`src/rtl/alu_ctrl_pkg.sv`:
```
// Shared constants and types for the EX-stage ALU controller and its
// iterative multiply/divide unit.
package alu_ctrl_pkg;

    // R-type funct field values
    localparam logic [5:0] FUNCT_MFHI  = 6'd16;
    localparam logic [5:0] FUNCT_MFLO  = 6'd18;
    localparam logic [5:0] FUNCT_MULT  = 6'd24;
    localparam logic [5:0] FUNCT_MULTU = 6'd25;
    localparam logic [5:0] FUNCT_DIV   = 6'd26;
    localparam logic [5:0] FUNCT_DIVU  = 6'd27;
    localparam logic [5:0] FUNCT_ADD   = 6'd32;
    localparam logic [5:0] FUNCT_SUB   = 6'd34;
    localparam logic [5:0] FUNCT_AND   = 6'd36;
    localparam logic [5:0] FUNCT_OR    = 6'd37;
    localparam logic [5:0] FUNCT_SLT   = 6'd42;

    // ALUOp class codes from the main decoder; width is set by the user
    localparam int unsigned ALUOP_RTYPE = 0;
    localparam int unsigned ALUOP_ADD   = 1;
    localparam int unsigned ALUOP_SUB   = 2;
    localparam int unsigned ALUOP_ADDI  = 3;
    localparam int unsigned ALUOP_SLT   = 4;
    localparam int unsigned ALUOP_AND   = 5;

    // ALU operation select codes
    localparam logic [3:0] CTRL_AND = 4'b0000;
    localparam logic [3:0] CTRL_OR  = 4'b0001;
    localparam logic [3:0] CTRL_ADD = 4'b0010;
    localparam logic [3:0] CTRL_SUB = 4'b0110;
    localparam logic [3:0] CTRL_SLT = 4'b0111;

    // EX result mux select codes
    localparam logic [1:0] RES_ALU = 2'b00;
    localparam logic [1:0] RES_HI  = 2'b01;
    localparam logic [1:0] RES_LO  = 2'b10;

    // MDU sequencing states
    typedef enum logic [1:0] {
        IDLE = 2'd0,
        BUSY = 2'd1,
        DONE = 2'd2
    } mdu_state_t;

    // True for the four funct codes that launch a multi-cycle MDU operation
    function automatic logic is_mdu_funct(input logic [5:0] f);
        return (f == FUNCT_MULT) || (f == FUNCT_MULTU) ||
               (f == FUNCT_DIV)  || (f == FUNCT_DIVU);
    endfunction

endpackage

```
`src/rtl/alu_ctrl_mdu_iter.sv`:
```
// Iteration datapath for the MDU: one shift-add multiply step or one
// restoring-divide step per enabled clock. Operates on magnitudes only;
// sign handling lives in the top level. The next_* outputs show the
// result of the step about to be taken so the final step can be
// committed to HI/LO on the same edge.
module mdu_iter #(
    parameter int WIDTH = 32
) (
    input  logic             clk,
    input  logic             rst,
    input  logic             load,
    input  logic             step,
    input  logic             is_div,
    input  logic [WIDTH-1:0] a_in,
    input  logic [WIDTH-1:0] b_in,
    output logic [WIDTH-1:0] next_hi,
    output logic [WIDTH-1:0] next_lo
);

    logic [WIDTH-1:0] acc_q;
    logic [WIDTH-1:0] mq_q;
    logic [WIDTH-1:0] b_q;
    logic [WIDTH-1:0] acc_d;
    logic [WIDTH-1:0] mq_d;
    logic [WIDTH:0]   sum;
    logic [WIDTH:0]   shifted;
    logic [WIDTH:0]   trial;

    // Compute one multiply or divide step from the current registers
    always_comb begin
        sum     = {1'b0, acc_q} + (mq_q[0] ? {1'b0, b_q} : '0);
        shifted = {acc_q, mq_q[WIDTH-1]};
        trial   = shifted - {1'b0, b_q};
        acc_d   = acc_q;
        mq_d    = mq_q;
        if (is_div) begin
            if (!trial[WIDTH]) begin
                acc_d = trial[WIDTH-1:0];
            end else begin
                acc_d = shifted[WIDTH-1:0];
            end
            mq_d = {mq_q[WIDTH-2:0], ~trial[WIDTH]};
        end else begin
            acc_d = sum[WIDTH:1];
            mq_d  = {sum[0], mq_q[WIDTH-1:1]};
        end
        next_hi = acc_d;
        next_lo = mq_d;
    end

    // Load fresh operands on accept, otherwise advance one step when enabled
    always_ff @(posedge clk or posedge rst) begin
        if (rst) begin
            acc_q <= '0;
            mq_q  <= '0;
            b_q   <= '0;
        end else if (load) begin
            acc_q <= '0;
            mq_q  <= a_in;
            b_q   <= b_in;
        end else if (step) begin
            acc_q <= acc_d;
            mq_q  <= mq_d;
        end
    end

endmodule

```
`src/rtl/alu_ctrl_mdu.sv`:
```
// EX-stage ALU controller with an attached iterative multiply/divide
// unit. Single-cycle ops are decoded combinationally; MDU ops stall the
// pipeline for WIDTH+1 cycles and commit to HI/LO in the DONE cycle.
module alu_ctrl_mdu
    import alu_ctrl_pkg::*;
#(
    parameter int WIDTH   = 32,
    parameter int ALUOP_W = 3
) (
    input  logic               clk_i,
    input  logic               rst_i,
    input  logic               valid_i,
    input  logic [ALUOP_W-1:0] ALUOp_i,
    input  logic [5:0]         funct_i,
    input  logic [WIDTH-1:0]   src1_i,
    input  logic [WIDTH-1:0]   src2_i,
    output logic [3:0]         ALUCtrl_o,
    output logic [1:0]         res_sel_o,
    output logic               stall_o,
    output logic               done_o,
    output logic               div_zero_o,
    output logic [WIDTH-1:0]   hi_o,
    output logic [WIDTH-1:0]   lo_o
);

    localparam int CNT_W = $clog2(WIDTH + 1);

    mdu_state_t       state_q;
    mdu_state_t       state_d;
    logic [CNT_W-1:0] cnt_q;
    logic             accept;
    logic             last_step;
    logic             op_signed;
    logic             op_div;
    logic             a_neg;
    logic             b_neg;
    logic [WIDTH-1:0] a_mag;
    logic [WIDTH-1:0] b_mag;
    logic             is_div_q;
    logic             neg_q;
    logic             rem_neg_q;
    logic             dz_q;
    logic [WIDTH-1:0] hi_q;
    logic [WIDTH-1:0] lo_q;
    logic [WIDTH-1:0] iter_hi;
    logic [WIDTH-1:0] iter_lo;
    logic [WIDTH-1:0] fix_hi;
    logic [WIDTH-1:0] fix_lo;
    logic [2*WIDTH-1:0] prod;

    assign accept    = (state_q == IDLE) && valid_i && (ALUOp_i == '0) && is_mdu_funct(funct_i);
    assign last_step = (state_q == BUSY) && (cnt_q == CNT_W'(1));

    // Translate ALUOp/funct into the ALU select and the EX result select
    always_comb begin
        ALUCtrl_o = CTRL_AND;
        res_sel_o = RES_ALU;
        case (ALUOp_i)
            ALUOP_W'(ALUOP_RTYPE): begin
                case (funct_i)
                    FUNCT_ADD:  ALUCtrl_o = CTRL_ADD;
                    FUNCT_SUB:  ALUCtrl_o = CTRL_SUB;
                    FUNCT_AND:  ALUCtrl_o = CTRL_AND;
                    FUNCT_OR:   ALUCtrl_o = CTRL_OR;
                    FUNCT_SLT:  ALUCtrl_o = CTRL_SLT;
                    FUNCT_MFHI: res_sel_o = RES_HI;
                    FUNCT_MFLO: res_sel_o = RES_LO;
                    default:    ALUCtrl_o = CTRL_AND;
                endcase
            end
            ALUOP_W'(ALUOP_ADD):  ALUCtrl_o = CTRL_ADD;
            ALUOP_W'(ALUOP_ADDI): ALUCtrl_o = CTRL_ADD;
            ALUOP_W'(ALUOP_SUB):  ALUCtrl_o = CTRL_SUB;
            ALUOP_W'(ALUOP_SLT):  ALUCtrl_o = CTRL_SLT;
            ALUOP_W'(ALUOP_AND):  ALUCtrl_o = CTRL_AND;
            default:              ALUCtrl_o = CTRL_AND;
        endcase
    end

    // Strip operand signs so the iteration datapath only sees magnitudes
    always_comb begin
        op_signed = (funct_i == FUNCT_MULT) || (funct_i == FUNCT_DIV);
        op_div    = (funct_i == FUNCT_DIV) || (funct_i == FUNCT_DIVU);
        a_neg     = op_signed && src1_i[WIDTH-1];
        b_neg     = op_signed && src2_i[WIDTH-1];
        a_mag     = a_neg ? -src1_i : src1_i;
        b_mag     = b_neg ? -src2_i : src2_i;
    end

    mdu_iter #(
        .WIDTH (WIDTH)
    ) u_iter (
        .clk     (clk_i),
        .rst     (rst_i),
        .load    (accept),
        .step    (state_q == BUSY),
        .is_div  (is_div_q),
        .a_in    (a_mag),
        .b_in    (b_mag),
        .next_hi (iter_hi),
        .next_lo (iter_lo)
    );

    // Re-apply signs to the final magnitudes; divide by zero forces LO to all ones
    always_comb begin
        prod   = neg_q ? -{iter_hi, iter_lo} : {iter_hi, iter_lo};
        fix_hi = prod[2*WIDTH-1:WIDTH];
        fix_lo = prod[WIDTH-1:0];
        if (is_div_q) begin
            fix_hi = rem_neg_q ? -iter_hi : iter_hi;
            if (dz_q) begin
                fix_lo = '1;
            end else begin
                fix_lo = neg_q ? -iter_lo : iter_lo;
            end
        end
    end

    // State register
    always_ff @(posedge clk_i or posedge rst_i) begin
        if (rst_i) begin
            state_q <= IDLE;
        end else begin
            state_q <= state_d;
        end
    end

    // Next-state logic; valid_i is deliberately ignored in DONE
    always_comb begin
        state_d = state_q;
        case (state_q)
            IDLE:    if (accept) state_d = BUSY;
            BUSY:    if (last_step) state_d = DONE;
            DONE:    state_d = IDLE;
            default: state_d = IDLE;
        endcase
    end

    // Handshake outputs derived from the state
    always_comb begin
        stall_o    = accept || (state_q == BUSY);
        done_o     = (state_q == DONE);
        div_zero_o = (state_q == DONE) && dz_q;
    end

    // Capture op flags on accept, count steps, and commit HI/LO on the last step
    always_ff @(posedge clk_i or posedge rst_i) begin
        if (rst_i) begin
            cnt_q     <= '0;
            is_div_q  <= 1'b0;
            neg_q     <= 1'b0;
            rem_neg_q <= 1'b0;
            dz_q      <= 1'b0;
            hi_q      <= '0;
            lo_q      <= '0;
        end else if (accept) begin
            cnt_q     <= CNT_W'(WIDTH);
            is_div_q  <= op_div;
            neg_q     <= a_neg ^ b_neg;
            rem_neg_q <= a_neg;
            dz_q      <= op_div && (src2_i == '0);
        end else if (state_q == BUSY) begin
            cnt_q <= cnt_q - CNT_W'(1);
            if (last_step) begin
                hi_q <= fix_hi;
                lo_q <= fix_lo;
            end
        end
    end

    assign hi_o = hi_q;
    assign lo_o = lo_q;

endmodule
```
`config.mk`:
```
export PLATFORM = sky130hd
export DESIGN_NAME = alu_ctrl_mdu
export DESIGN_NICKNAME = d
export VERILOG_FILES = /design/src/rtl/alu_ctrl_pkg.sv /design/src/rtl/alu_ctrl_mdu_iter.sv /design/src/rtl/alu_ctrl_mdu.sv
export SDC_FILE = /design/constraint.sdc
export NUM_CORES = 1
export LEC_CHECK = 0
export BUFFER_PORTS_ARGS = -buffer_cell sky130_fd_sc_hd__buf_2
export CAP_MARGIN = 20
export CORE_MARGIN = 2
export CORE_UTILIZATION = 28
export CTS_BUF_LIST = sky130_fd_sc_hd__clkbuf_16
export DETAILED_ROUTE_END_ITERATION = 6
export GPL_ROUTABILITY_DRIVEN = 0
export GPL_TIMING_DRIVEN = 0
export PLACE_DENSITY_LB_ADDON = 0.08
export SKIP_CTS_REPAIR_TIMING = 1
export SLEW_MARGIN = 5
export SYNTH_ARGS = -nofsm -noshare
export SYNTH_HDL_FRONTEND = slang
export SYNTH_SLANG_ARGS = --single-unit
```
`constraint.sdc`:
```
create_clock -name clk_i -period 14 [get_ports clk_i]
set_clock_uncertainty 0.15 [all_clocks]
set_input_delay 2.1 -clock clk_i [delete_from_list [all_inputs] [get_ports clk_i]]
set_output_delay 2.1 -clock clk_i [all_outputs]
set_load 0.01 [all_outputs]
```
==> summary.txt <==
Status
  – Status: complete, no violations

Timing
  – Peak Freq: 147 MHz
  – Setup TNS: 0 ns
  – Rel. slew slack: 0.332
  – Finish-stage setup viols: 0
  – Fin crit share: 0.486
  – Min cycle time layout: 6.81 ns
  – Final Hold Fails: 0
  – Slack of the critical path: ~7.2 ns
  – Worst Max-Slew Pin Slew: 1.00 ns
  – Fin. max-slew vios: 0
  – RSZ-0062 raised after global routing: false

Synth
  – Mux cell area share after synthesis: 0.0290
  – Top-area cell type share of the netlist area: 0.305
  – Seq cells post-synth: between 150 and 200
  – Synth cell types: 85
  – Simple-gate area share of the yosys netlist: 0.207
  – Number of enable flip-flop cells after synthesis: 0
  – Main combinational cell family by area after synthesis: compound AO/OA/AOI/OAI gates
  – Avg Inst Size Synth: between 7 and 8 um2
  – Asr flop ratio synth: 1.00
  – Synth area leader: dfrtp_1
  – XOR/XNOR share of the synthesized area: 0.108
  – Count leader, synth: nand2_1
  – Top FF cell, synth: dfrtp_1
  – Largest cells by area after synthesis: dfrtp_1 (30%), nand2_1 (6.5%), ha_1 (6.2%), o21ai_0 (6.1%), xnor2_1 (5.8%)
  – Cells after synthesis: 1774
  – Top cells by count, synth: nand2_1 (243), o21ai_0 (173), dfrtp_1 (172), a21oi_1 (136), nor2_1 (124)
  – Sequential fraction of the synthesis area: 0.305
  – Post-synthesis adder-cell area fraction: 0.0648
  – Mapped Nets: 1922
  – YS warnings: 0
  – Synth Area in Compound Gates: 0.241
  – Cell Area, Synth: 14100 um2

Route
  – WL/cell: 21.5 um
  – DR vias: 13.9k
  – Detail Route Antenna Nets: 0
  – Drt drc: 0
  – DR iter-0 viols: 915
  – Detailed Route WL: 56400 um
  – Vias per Instance: 5.29
  – Total iterations of the first detailed-routing run: 5

Setup path
  – CP Class: flop to flop
  – Worst Path Arrival: 7.01 ns
  – Worst EP required: 14.20 ns
  – Setup crit end kind: flop
  – Worst Path Max Fanout: 10
  – CP Launch Type: flop

Floorplanning
  – Initial Util: 0.283
  – Core ar.: 50000 um2
  – Cell Rows: 82
  – I/O pin count: 149
  – Die Width: roughly 230 um
  – Die area: between 50000 and 60000 um2
  – DIE HEIGHT: between 200 and 250 um

Global route
  – First-pass GRT wire length: approximately 86000 um
  – Initial antenna violation count: 0
  – Largest net degree at the start of global routing: 95
  – Gr usage total: 0.217
  – GRT overflow: 0
  – Number of global-route vias before repair: 13.9k

Final layout
  – Final #Nets: 2089
  – Antenna Cells: 0
  – Post-Route Utilization: 0.326
  – Layout cells sized above 1: 0.120
  – Syn-to-layout area delta: 15.3%

Clock network
  – H-tree Lvls: 4
  – Clk Latency, worst-skew pair: approximately 0.5 ns
  – Clock slew at the register clock pins of the worst setup and hold paths: 0.07 ns
  – TritonCTS buffer count: 17
  – Clock sinks: 172
  – CTS tree: done
  – CTS root buf: clkbuf_16
  – Clk buf depth: 2

Hold path
  – Worst hold-check path type: flop to flop

Run
  – Max-cap check violation count: 0

Pwr
  – Power Density: 225 nW/um2
  – VDD IR max: ~0.000076 V
  – Lkg Pwr: 6.98 nW
  – Power, Total: 3.67 mW

Placement
  – Pre-CTS WS: a little over 7 ns
  – Hpwl dp: 45700 um
  – I/O Buffers: around 150
area by class of cell:
type / count / area [um2]
fill: 5436 / 33700
multi-input combinational: 1442 / 9190
sequential: 172 / 4300
inverter: 67 / 259
clock inverter: 15 / 124
clock buffer: 17 / 425
tap: 672 / 841
buffer: 93 / 387
timing repair buffer: 148 / 763
worst paths after layout:
kind,startpoint,endpoint,slack (ns),cells past startpoint
worst min-delay path,hi_o[8],hi_o[8],0.32,2
worst max-delay path,u_iter.b_q[0],hi_o[22],7.19,23
min in group asynchronous,rst_i,u_iter.b_q[20],1.55,2
worst max register to register,u_iter.b_q[0],hi_o[22],7.19,23
worst min register to register,hi_o[8],hi_o[8],0.32,2
max in group asynchronous,rst_i,u_iter.acc_q[10],11.20,3
worst max-delay path: stages, from the launching register on:
cell and delay, ns:
dfrtp_1 0.46, ha_1 0.27, fa_1 0.40, nand2b_1 0.22, a21oi_2 0.19, o211ai_2 0.17, a211oi_2 0.46, o211ai_1 0.26
a21boi_2 0.30, nor2_2 0.18, clkbuf_1 0.33, a21oi_1 0.63, ha_1 0.30, o21ai_0 0.09, or3_1 0.38, nand2b_1 0.24
nand2b_1 0.21, nand2b_1 0.23, and2_1 0.16, clkbuf_1 0.19, or3_1 0.42, o21ai_2 0.13, xnor2_1 0.18, o21ai_1 0.09
layout by cell type (no fill, tap or decap), drive strengths merged, types with 6 or more instances in the layout:
cell type	n
clkinv	9
nand2	244
a21o	18
nor2b	12
o31ai	26
mux2	8
a22oi	9
a21oi	139
nand4	20
o22a	6
ha	70
or3	11
nor2	125
inv	69
dfrtp	172
a22o	18
xor2	81
nand2b	27
nor3	43
o22ai	7
or2	8
and2	41
and3	8
nand3	36
o21ai	183
a31oi	17
mux2i	32
o21a	6
clkbuf	89
o221ai	28
xnor2	94
o41ai	12
o211ai	11
buf	169
a211oi	12
or4	7
nor4	21
sequential cells by signal, indices dropped and copies added (netlist names):
name and cells:
hi_o 32, lo_o 32, u_iter.acc_q 32, u_iter.b_q 32
u_iter.mq_q 32, cnt_q 6, state_q 2, dz_q 1
is_div_q 1, neg_q 1, rem_neg_q 1
cell families (layout without fill, tap and decap cells):
| group | Yosys count | after routing |
|---|---|---|
| other cells | 1 | 1 |
| simple gates | 618 | 618 |
| compound gates | 536 | 536 |
| flops | 172 | 172 |
| buf+inv | 160 | 340 |
| mux | 40 | 40 |
| fa+ha+maj | 72 | 72 |
| xor+xnor | 175 | 175 |
report_power, final:
| part | switching, mW | internal, mW | total, mW |
|---|---|---|---|
| clock | 0.230 | 0.243 | 0.473 |
| combinational | 1.54 | 0.819 | 2.35 |
| sequential | 0.183 | 0.654 | 0.838 |
| total | 1.95 | 1.72 | 3.67 |
per-stage QoR:
step	cells	area (um2)	hold slack, ns
2_1_floorplan	1774	14100	0.313
3_3_place_gp	2593	15700	0.315
3_5_place_dp	2594	15700	0.316
4_1_cts	2626	16300	0.332
5_1_grt	2626	16300	0.352
6_report	2626	16300	0.321
metal layers:
layer,vias to the layer above,share of wire,wire (um),global-route usage
li1,6703,-,-,-
met1,6746,0.47,26500,0.293
met2,358,0.46,25700,0.347
met3,79,0.045,2520,0.0368
met4,0,0.030,1700,0.0799
met5,-,0,0,0
Power figures use the tool's default switching activity.
